--- config.mk ---
export PLATFORM = sky130hd
export DESIGN_NAME = bbox_detect
export DESIGN_NICKNAME = d
export VERILOG_FILES = /design/src/rtl/bbox_detect.sv
export SDC_FILE = /design/constraint.sdc
export NUM_CORES = 1
export LEC_CHECK = 0
export CAP_MARGIN = 20
export CORE_MARGIN = 8
export CORE_UTILIZATION = 30
export DETAILED_ROUTE_END_ITERATION = 7
export PLACE_DENSITY = 0.59
export SYNTH_ARGS = -nofsm -noshare
export SYNTH_HDL_FRONTEND = slang
export SYNTH_SLANG_ARGS = --single-unit
export TNS_END_PERCENT = 20
--- constraint.sdc ---
create_clock -name clk -period 4.55 [get_ports clk]
set_clock_uncertainty 0.2 [all_clocks]
set_input_delay 1.365 -clock clk [delete_from_list [all_inputs] [get_ports clk]]
set_output_delay 1.365 -clock clk [all_outputs]
set_load 0.03 [all_outputs]
--- src/rtl/bbox_detect.sv ---
// Per-frame bounding-box detector: tracks min/max row and column of dark
// pixels plus their count over one raster frame, and publishes clamped
// {max, min} bounds one cycle after the frame's last pixel.
module bbox_detect #(
  parameter int         ROW_MAX    = 480,
  parameter int         COL_MAX    = 640,
  parameter logic [9:0] THRESH     = 10'd512,
  parameter int         MIN_PIXELS = 16,
  parameter int         MARGIN     = 4
) (
  input  logic        clk,
  input  logic        rst,
  input  logic        en,
  input  logic [9:0]  Row,
  input  logic [9:0]  Col,
  input  logic [9:0]  iBW,
  output logic [19:0] oRow,
  output logic [19:0] oCol,
  output logic        oFound,
  output logic        oValid
);

  localparam logic [9:0]  RLAST = 10'(ROW_MAX - 1);
  localparam logic [9:0]  CLAST = 10'(COL_MAX - 1);
  localparam logic [9:0]  RHI   = 10'(ROW_MAX - 1 - MARGIN);
  localparam logic [9:0]  CHI   = 10'(COL_MAX - 1 - MARGIN);
  localparam logic [9:0]  LO    = 10'(MARGIN);
  localparam logic [18:0] MINP  = 19'(MIN_PIXELS);

  typedef enum logic [1:0] {IDLE, SCAN, LATCH} state_t;

  state_t      state, state_nxt;
  logic [9:0]  rmin, rmax, cmin, cmax;
  logic [9:0]  rmin_b, rmax_b, cmin_b, cmax_b;
  logic [9:0]  rmin_n, rmax_n, cmin_n, cmax_n;
  logic [18:0] cnt, cnt_b, cnt_n;
  logic        start, last, in_range, fg, init, take, found;

  // Raise a bound to the lower margin so downstream min-1 cannot wrap.
  function automatic logic [9:0] clamp_lo(input logic [9:0] v);
    return (v < LO) ? LO : v;
  endfunction

  // Pull a bound down to the upper margin so downstream max+4 cannot wrap.
  function automatic logic [9:0] clamp_hi(input logic [9:0] v, input logic [9:0] hi);
    return (v > hi) ? hi : v;
  endfunction

  // Saturating pixel counter increment.
  function automatic logic [18:0] sat_inc(input logic [18:0] c);
    return (&c) ? c : c + 19'd1;
  endfunction

  assign start    = en && (Row == 10'd0) && (Col == 10'd0);
  assign last     = en && (Row == RLAST) && (Col == CLAST);
  assign in_range = ({1'b0, Row} < 11'(ROW_MAX)) && ({1'b0, Col} < 11'(COL_MAX));
  assign fg       = iBW < THRESH;
  // A frame start during LATCH is dropped; elsewhere it (re)initialises.
  assign init     = start && (state != LATCH);
  assign take     = init || ((state == SCAN) && en && in_range);
  assign found    = cnt >= MINP;

  // State register.
  always_ff @(posedge clk or negedge rst) begin
    if (!rst) state <= IDLE;
    else      state <= state_nxt;
  end

  // Next-state logic: a restart in SCAN stays in SCAN with fresh accumulators.
  always_comb begin
    state_nxt = state;
    case (state)
      IDLE:    if (start) state_nxt = SCAN;
      SCAN:    if (last)  state_nxt = LATCH;
      LATCH:   state_nxt = IDLE;
      default: state_nxt = IDLE;
    endcase
  end

  // Accumulator update: start from initial values on a frame start, then fold in this pixel.
  always_comb begin
    rmin_b = init ? RLAST : rmin;
    rmax_b = init ? 10'd0 : rmax;
    cmin_b = init ? CLAST : cmin;
    cmax_b = init ? 10'd0 : cmax;
    cnt_b  = init ? 19'd0 : cnt;
    rmin_n = rmin_b;
    rmax_n = rmax_b;
    cmin_n = cmin_b;
    cmax_n = cmax_b;
    cnt_n  = cnt_b;
    if (fg) begin
      rmin_n = (Row < rmin_b) ? Row : rmin_b;
      rmax_n = (Row > rmax_b) ? Row : rmax_b;
      cmin_n = (Col < cmin_b) ? Col : cmin_b;
      cmax_n = (Col > cmax_b) ? Col : cmax_b;
      cnt_n  = sat_inc(cnt_b);
    end
  end

  // Accumulator registers, written only on accepted samples.
  always_ff @(posedge clk or negedge rst) begin
    if (!rst) begin
      rmin <= RLAST;
      rmax <= 10'd0;
      cmin <= CLAST;
      cmax <= 10'd0;
      cnt  <= 19'd0;
    end else if (take) begin
      rmin <= rmin_n;
      rmax <= rmax_n;
      cmin <= cmin_n;
      cmax <= cmax_n;
      cnt  <= cnt_n;
    end
  end

  // Publish: bounds update only for a valid detection; oValid pulses every frame.
  always_ff @(posedge clk or negedge rst) begin
    if (!rst) begin
      oRow   <= 20'd0;
      oCol   <= 20'd0;
      oFound <= 1'b0;
      oValid <= 1'b0;
    end else begin
      oValid <= (state == LATCH);
      if (state == LATCH) begin
        oFound <= found;
        if (found) begin
          oRow <= {clamp_hi(rmax, RHI), clamp_lo(rmin)};
          oCol <= {clamp_hi(cmax, CHI), clamp_lo(cmin)};
        end
      end
    end
  end

endmodule

==> results of run 1 <==
## state kept, by name, summed over array words and instances (netlist names)
name and cells:
cmax 10, cmin 10, cnt 19, oCol 20, oFound 1, oRow 20
oValid 1, rmax 10, rmin 10, state 2
## how the worst max path moves through the flow
stage,startpoint,end,slack (ns)
after floorplan,Col[0],rmax[0],-0.04
after global placement,Col[0],rmin[5],-0.52
after detailed placement,Col[0],rmin[5],-0.55
after CTS,Col[0],rmin[4],0.03
after global routing,Col[4],rmax[4],0.05
final,Col[4],rmax[1],0.16
## power by group
group | internal [uW] | switching (uW)
Sequential | 916 | 0.0285
Combinational | 56.9 | 77.5
Clock | 487 | 333
## through the flow
step / cell area (um^2) / util / hold WS [ns] / TNS (ns) / instances
after global routing: 7170 / 0.403 / 0.295 / 0 / 924
final: 7170 / 0.403 / 0.265 / 0 / 924
after detailed placement: 6730 / 0.378 / 0.256 / -24.85 / 905
after floorplan: 5390 / - / 0.239 / -0.375 / 567
after CTS: 7090 / 0.399 / 0.271 / 0 / 923
after global placement: 6730 / 0.378 / 0.250 / -22.83 / 905
## cells in the final DEF (no fill, tap or decap), types with 9 or more instances in the layout
cell	Yosys	final
o22a_1	19	19
dfrtp_1	87	87
nor3_1	14	13
o21ai_0	19	18
nand3_1	14	13
nor4_1	18	18
inv_1	16	16
xnor2_1	11	11
ha_1	39	39
nand4_1	14	14
nor2_1	51	51
buf_4	1	65
a22o_1	21	21
dfstp_2	16	16
a21oi_1	28	27
clkdlybuf4s50_1	0	56
nand2_1	109	109
clkbuf_16	0	9
## repair_timing
| action | 4_1_cts | 5_1_grt |
|---|---|---|
| setup buffers | 2 | 2 |
| gates resized for setup | 11 | 29 |
| endpoints found under the setup margin | 39 | 51 |
| hold endpoints to repair | 0 | 0 |
| pin swaps | 2 | 13 |
## area by class of cell
type | count | area [um^2]
clock buffers | 14 | 284
clock inverters | 2 | 37.5
fillers | 1738 | 10600
inverters | 16 | 60.1
multi-input cells | 428 | 2740
flip-flops and latches | 103 | 2600
well taps | 229 | 287
repair buffers | 132 | 1160
## worst max-delay path: stages
cell,delay [ns]
clkdlybuf4s50_1,0.43
nor4_1,0.28
buf_4,0.16
nand4_1,0.10
or3_4,0.38
buf_8,0.15
nand2_1,0.06
ha_1,0.24
a21oi_1,0.15
a21boi_1,0.08
o31ai_1,0.31
a211oi_2,0.13
buf_4,0.16
a21oi_1,0.14
buf_4,0.19
a22o_1,0.14
## routing by layer
metal | track usage | up-vias | share of wire
met1 | 0.174 | 2294 | 0.45
met4 | 0.0610 | 0 | 0.022
li1 | - | 2285 | -
met2 | 0.239 | 78 | 0.49
met3 | 0.0248 | 21 | 0.045
met5 | 0 | - | 0
## cell families after synthesis
family,Yosys count
xor gates and xnor gates,11
and+or+nand+nor,256
buffers and inverters,36
AOI/OAI and AO/OA,122
adders and majority gates,39
DFF,103
==> impl_metrics.tcl, run 1 <==
set metrics [dict create \
    status "complete, no violations" \
    row_count 49 \
    drtIter0Drc 390 \
    synth_adder_area_share 0.0908 \
    clkTransAtPathRegs_ns 0.07 \
    ys_seq_elements 103 \
    yosysUniqueCellTypes 47 \
    design.die.area_mm2 0.0225 \
    dp_hpwl_um 11600 \
    cts_root_buffer "clkbuf_16" \
    setup_ws_ns 0.158 \
    cts_buffers 9 \
    antenna_found_initial 0 \
    synthSimpleGateAreaFrac 0.225 \
    io_pins 75 \
    synth_mux_area_frac 0 \
    slew_viol_final 0 \
    reg2reg_to "cmax[7]" \
    area_growth_pct 33.3 \
    clock-sinks 103 \
    wl_per_cell_um 16.5 \
    die_w_um 150 \
    n_antenna_cell 0 \
    reg2reg_from "state[1]" \
    synth_warnings 0 \
    cp-end-kind "flop" \
    worstPathMaxFanout 10 \
    routed_wl_um 15300 \
    p_leak_uw 0.00326 \
    vias 4678 \
    rrSetupSlack_ns 1.21 \
    slew_headroom 0.567 \
    yosysMostFrequentCell "nand2_1" \
    synth_top_cell_by_area "dfrtp_1" \
    hp-class "reg2reg" \
    port_buffers 65 \
    ir_worst_vdd_uv 174 \
    synth_top_family_by_area "simple AND/OR/NAND/NOR gates" \
    drcViolationCount 0 \
    synth_commonest_cells "nand2_1, dfrtp_1, nor2_1, ha_1, a21oi_1" \
    clockBufferDepth 2 \
    cp_data_arrival_time_ns 4.48 \
    die_h_um 150 \
    grt_pass1_vias 4797 \
    htreeDepth 3 \
    cts_tree "built" \
    drive_gt1_frac 0.174 \
    grt_pass1_wl_um 25000 \
    synth_cells 567 \
    track_usage 0.141 \
    postSynth.asyncResetShare 1.00 \
    ff2ff_path_depth 12 \
    synth_nets 639 \
    synth_xor_area_frac 0.0179 \
    synth-seq-area-share 0.483 \
    initial_utilization 0.302 \
    first_pass_iters 5 \
    rsz0062_at_grt "no" \
    min_from "oCol[0]" \
    synth_edf_count 0 \
    gp_congestion 0.894 \
    grt_overflow_total 0 \
    hold_end "oCol[0]" \
    required_ns 4.64 \
    min_period_ns 4.39 \
    path_class "in2reg" \
    setup-violations-final 0 \
    grt_max_degree 50 \
    synth_compound_area_frac 0.158 \
    detail-route-antenna-nets 0 \
    tightest_slew_ns 0.648 \
    synth_area_leaders "dfrtp_1, ha_1, dfstp_2" \
    power.density_mw_per_mm2 261 \
    vias_per_cell 5.06 \
    cap_violations 0 \
    core_area_mm2 0.0178 \
    hold_depth 2 \
    hold_violations 0 \
    p_total_uw 1870 \
    netlist_area_mm2 0.00538 \
    fin_nets 762 \
    timing.final.crit_share 0.965 \
    pre_cts_slack_ns -0.554 \
    cp-start-kind "input port" \
    netlist.area_leader.share 0.405 \
    ctsHoldBuffers 0 \
    ys.flop_type "dfrtp_1" \
    syn_avg_cell_area_um2 9.48 \
    clock_latency_ns 0.36 \
    max_freq_mhz 228 \
]
No activity file was read; power rests on OpenSTA's default activity.
==> inputs of run 2 (changes only) <==
--- a/config.mk
+++ b/config.mk
@@ -9,7 +9,6 @@
 export CORE_MARGIN = 8
 export CORE_UTILIZATION = 30
 export DETAILED_ROUTE_END_ITERATION = 7
-export PLACE_DENSITY = 0.59
 export SYNTH_ARGS = -nofsm -noshare
 export SYNTH_HDL_FRONTEND = slang
 export SYNTH_SLANG_ARGS = --single-unit
==> run 2 against run 1 <==
Compared with the run above:
- setup slack worse by 0.061 ns
- highest routed layer unchanged
- cell count is 0.11% higher
- critical endpoint is now rmin[4]
- first-iteration DRC count is 17% lower
- die area stayed put
- largest cell class unchanged
==> impl_metrics.tcl, run 2 (synthesis results as in run 1) <==
set metrics [dict create \
    first_pass_iters 4 \
    path_class "in2reg" \
    met2_usage 0.227 \
    final_area_mm2 0.00719 \
    core_area_mm2 0.0178 \
    die_w_um 150 \
    p_leak_uw 0.00328 \
    cts_buffers 9 \
    min_period_ns 4.45 \
    ir_worst_vdd_uv 164 \
    dp_hpwl_um 11600 \
    p_seq_frac 0.499 \
    hold_violations 0 \
    clkPwrFrac 0.428 \
    dpl_cell_area_mm2 0.00674 \
    critPathCapture "rmin[4]" \
    cp-end-kind "flop" \
    gp_congestion 0.879 \
    required_ns 4.63 \
    p_int_uw 1430 \
    p_total_uw 1840 \
    clock_latency_ns 0.36 \
    n_antenna_cell 0 \
    vias_per_cell 5.07 \
    grt_overflow_total 0 \
    row_count 49 \
    ff2ff_path_depth 14 \
    design.die.area_mm2 0.0225 \
    wl_per_cell_um 16.7 \
    clock-sinks 103 \
    detail-route-antenna-nets 0 \
    hold_depth 2 \
    clockBufferDepth 2 \
    pre_cts_slack_ns -0.506 \
    slew_headroom 0.330 \
    status "complete, no violations" \
    area_growth_pct 33.8 \
    ctsHoldBuffers 0 \
    met1_usage 0.173 \
    rrSetupSlack_ns 1.41 \
    fin_nets 763 \
    clkTransAtPathRegs_ns 0.06 \
    htreeDepth 3 \
    combPwrFrac 0.073 \
    tightest_slew_ns 1.00 \
    worstSetupStartpoint "Col[0]" \
    slew_viol_final 0 \
    antenna_found_initial 0 \
    busiest_layer "met2" \
    die_h_um 150 \
    grt_max_degree 58 \
    cts_root_buffer "clkbuf_16" \
    setup-violations-final 0 \
    p_sw_uw 407 \
    worstPathMaxFanout 8 \
    reg2reg_to "cnt[10]" \
    reg2reg_from "state[1]" \
    final_cell_mix "nand2_1, dfrtp_1, buf_4" \
    hp-class "reg2reg" \
    cp_data_arrival_time_ns 4.53 \
    drive_gt1_frac 0.177 \
    track_usage 0.142 \
    routed_wl_um 15400 \
    cap_violations 0 \
    largestRegisters "oCol x20, oRow x20, cnt x19" \
    initial_utilization 0.302 \
    finalSetupTns_ns 0 \
    power.density_mw_per_mm2 255 \
    postLayoutCoreUtil 0.405 \
    nFillCells 1782 \
    p_sw_frac 0.222 \
    drcViolationCount 0 \
    io_pins 75 \
    port_buffers 65 \
    grt_pass1_wl_um 25100 \
    cts_tree "built" \
    max_freq_mhz 225 \
    setup_ws_ns 0.0972 \
    cp-start-kind "input port" \
    drtIter0Drc 324 \
    vias 4687 \
    final_common_cell "nand2_1" \
    grt_pass1_vias 4838 \
    grt.met3_usage 0.0402 \
    timing.final.crit_share 0.979 \
]
==> run 2: cell count changes in the layout (fill, tap and decap cells not counted), moves of 4 or more <==
| cell | before | now |
|---|---|---|
| dlygate4sd2_1 | 0 | 4 |
| clkbuf_2 | 4 | 0 |
| clkdlybuf4s50_1 | 56 | 52 |
| dlymetal6s2s_1 | 4 | 8 |
==> run 2: worst max-delay path, cell delays in order <==
cell           delay [ns]
dlygate4sd2_1        0.26
or4_4                0.54
or4_4                0.44
nor4_4               0.21
buf_6                0.18
buf_4                0.13
nor2_1               0.04
ha_1                 0.31
a21oi_2              0.17
o21a_1               0.15
o211a_1              0.17
o21ai_2              0.07
a21o_2               0.26
o22a_1               0.22
==> run 2: power groups by stage <==
stage | clock network [uW] | registers, uW | logic, uW
floorplan | 0 | 933 | 38.3
global placement | 0 | 933 | 126
detailed placement | 0 | 933 | 129
CTS | 810 | 916 | 131
global route | 845 | 915 | 148
finish | 786 | 916 | 133
==> run 2: how the worst min path moves through the flow <==
stage | to | slack, ns | startpoint
final | oCol[1] | 0.27 | oCol[1]
after global routing | state[0] | 0.29 | state[1]
after CTS | oCol[17] | 0.27 | oCol[17]
after detailed placement | oCol[17] | 0.26 | oCol[17]
after global placement | oCol[0] | 0.25 | oCol[0]
after floorplan | state[0] | 0.24 | state[1]
==> run 2: area by class of cell <==
type                    instances  area [um^2]  area share
flip-flops and latches        103         2600       0.361
repair buffers                133         1190       0.166
well taps                     229          287      0.0398
inverters                      16         60.1     0.00835
clock inverters                 3         42.5     0.00591
multi-input cells             428         2750       0.383
clock buffers                  13          260      0.0362
==> run 2: what timing repair did <==
action,CTS,global route
buffers inserted,1,2
gates resized for setup,15,22
pin swaps,3,10
endpoints found under the setup margin,40,50
==> run 2: per-layer routing <==
metal  wire (um)  share of wire  up-vias
li1            -              -     2295
met1        6630           0.43     2260
met2        7330           0.48      111
met3        1050          0.068       21
met4         395          0.026        0
met5           0              0        -
==> run 2: per-stage QoR <==
stage,cells,hold WS [ns]
final,925,0.273
after global routing,925,0.294
after CTS,924,0.274
after detailed placement,907,0.260
after global placement,907,0.249
after floorplan,567,0.239
==> inputs of run 3 (changes only) <==
--- a/config.mk
+++ b/config.mk
@@ -5,6 +5,7 @@
 export SDC_FILE = /design/constraint.sdc
 export NUM_CORES = 1
 export LEC_CHECK = 0
+export ABC_AREA = 1
 export CAP_MARGIN = 20
 export CORE_MARGIN = 8
 export CORE_UTILIZATION = 30
==> run 3 against run 2 <==
Compared with the run above:
- via count increased by 23%
- die area increased by 14%
- wire length increased by 14%
- first-iteration DRC count increased by 16%
- sequential power about the same
- fmax increased by 6.5%
- combinational power increased by 11%
- global-route usage decreased by 0.18 points
- sequential share of layout area decreased by 2.6 points
==> impl_metrics.tcl, run 3 <==
set metrics [dict create \
    required_ns 4.58 \
    wl_per_cell_um 14.8 \
    syn_avg_cell_area_um2 7.59 \
    yosysUniqueCellTypes 41 \
    worstPathMaxFanout 40 \
    timing.final.crit_share 0.919 \
    status "complete, no violations" \
    fin_nets 983 \
    clkTransAtPathRegs_ns 0.07 \
    slew_headroom 0.463 \
    slowest_delay_ns 0.56 \
    postSynth.asyncResetShare 1.00 \
    cap_violations 0 \
    grt_pass1_vias 5647 \
    setup-violations-final 0 \
    synth_commonest_cells "nand2_1, nor2_1, dfrtp_1, inv_1, nand3_1" \
    first_pass_iters 7 \
    synth_warnings 0 \
    tightest_slew_ns 0.805 \
    grt_overflow_total 0 \
    cts_resized 0 \
    synth_top_cell_by_area "dfrtp_1" \
    port_buffers 65 \
    nFillCells 2132 \
    clock-sinks 103 \
    ir_worst_vdd_uv 161 \
    p_leak_uw 0.00382 \
    post_cts.repair.setup_buffers 0 \
    track_usage 0.141 \
    ctsHoldBuffers 0 \
    yosysMostFrequentCell "nand2_1" \
    detail-route-antenna-nets 0 \
    path_class "in2reg" \
    synth-seq-area-share 0.417 \
    dp_hpwl_um 13300 \
    initial_utilization 0.307 \
    rsz0062_at_grt "no" \
    netlist.area_leader.share 0.349 \
    drtIter0Drc 375 \
    vias_per_cell 4.87 \
    ys.flop_type "dfrtp_1" \
    finalSetupTns_ns 0 \
    routed_wl_um 17500 \
    grt_max_degree 63 \
    ys_seq_elements 103 \
    cp_num_buf_inv 5 \
    synth_cells 821 \
    synth_nets 893 \
    final_cell_mix "nand2_1, nor2_1, dfrtp_1" \
    drive_gt1_frac 0.114 \
    path_common_cell "nor2_2" \
    gp_congestion 0.907 \
    drcViolationCount 0 \
    n_antenna_cell 0 \
    cts_buffers 9 \
    io_pins 75 \
    largestRegisters "oCol x20, oRow x20, cnt x19" \
    cp_data_arrival_time_ns 4.21 \
    final_common_cell "nand2_1" \
    p_total_uw 1820 \
    netlist_area_mm2 0.00623 \
    synth_area_leaders "dfrtp_1, nand2_1, ha_1" \
    clockBufferDepth 2 \
    slowest_stage "nor2_2" \
    cp-start-kind "input port" \
    antenna_found_initial 0 \
    area_growth_pct 24.2 \
    die_w_um 160 \
    core_area_mm2 0.0203 \
    power.density_mw_per_mm2 235 \
    slew_viol_final 0 \
    design.die.area_mm2 0.0257 \
    critPathTopFamily "buffers and inverters" \
    synth_edf_count 0 \
    grt_pass1_wl_um 29400 \
    min_period_ns 4.18 \
    hold_violations 0 \
    htreeDepth 3 \
    cts_tree "built" \
    vias 5771 \
    postLayoutCoreUtil 0.381 \
    die_h_um 160 \
    clock_latency_ns 0.37 \
    path_cells "clkdlybuf4s50_1 -> inv_1 -> nand2_1 -> nor2_2 -> nand3_2 -> nor2_4 -> buf_4 -> nor2_2 -> clkinv_1 -> buf_12 -> o211ai_1 -> o21ai_0" \
    max_freq_mhz 239 \
    cp-end-kind "flop" \
    cts_root_buffer "clkbuf_16" \
    row_count 52 \
    hp-class "reg2reg" \
]
## run 3: cell types whose count changed in the layout (fill, tap and decap cells not counted), moves of 8 or more
| cell | change |
|---|---|
| nand2_1 | +107 |
| inv_1 | +66 |
| nand3_1 | +53 |
| nor2_1 | +36 |
| o21ai_0 | +30 |
| buf_4 | -24 |
| a22o_1 | -21 |
| o22a_1 | -19 |
| clkdlybuf4s50_1 | +12 |
| o21ai_1 | +11 |
| dlymetal6s2s_1 | -8 |
| nor2b_1 | -8 |
## run 3: cells by family after synthesis
group                    Yosys count  share of synthesized area
buffers and inverters            118                     0.0767
AO/OA/AOI/OAI                    121                      0.109
AND/OR/NAND/NOR                  433                      0.309
XOR/XNOR                           7                    0.00983
adder cells (fa/ha/maj)           39                     0.0783
flip-flops                       103                      0.417
## run 3: path summary, 6_finish.rpt
kind	endpoint	from	slack (ns)	cells after the start
setup / recovery	rmax[2]	Row[1]	0.37	12
hold reg to reg	state[0]	state[0]	0.26	1
setup reg to reg	rmax[2]	state[0]	1.38	10
hold / removal	state[0]	state[0]	0.26	1
min in group asynchronous	cmax[9]	rst	0.88	1
max in group asynchronous	cnt[18]	rst	2.57	2
## run 3: layout make-up
class                   count  area (um^2)  area share
well taps                 270          338      0.0436
inverters                  87          327      0.0422
repair buffers            110         1040       0.134
clock buffers              10          229      0.0296
flip-flops and latches    103         2600       0.336
clock inverters             6         52.6     0.00679
multi-input cells         600         3160       0.408
## run 3: through the flow
step	std cells	area [um^2]	hold slack (ns)	setup WS [ns]
after floorplan	821	6230	0.231	0.531
after global placement	1170	7460	0.246	0.0270
after detailed placement	1170	7460	0.249	0.00818
after CTS	1186	7740	0.263	0.396
after global routing	1186	7740	0.287	0.0867
final	1186	7740	0.262	0.369
## run 3: worst reg2reg max path: stages, from the launching register on
cell and delay, ns:
dfrtp_1 0.38, inv_1 0.10, nand2_1 0.16, inv_1 0.22, nor2_4 0.11, buf_4 0.20
nor2_2 0.56, clkinv_1 0.55, buf_12 0.33, o211ai_1 0.11, o21ai_0 0.12
## run 3: power by group
part	total (uW)	internal [uW]	switching [uW]
combinational	148	60.5	87.8
clock	759	381	379
sequential	916	915	0.0437
## run 3: layer usage
metal,vias to the layer above,track usage,share of wire
li1,2911,-,-
met1,2697,0.174,0.45
met2,139,0.236,0.47
met3,24,0.0339,0.057
met4,0,0.0450,0.019
met5,-,0,0
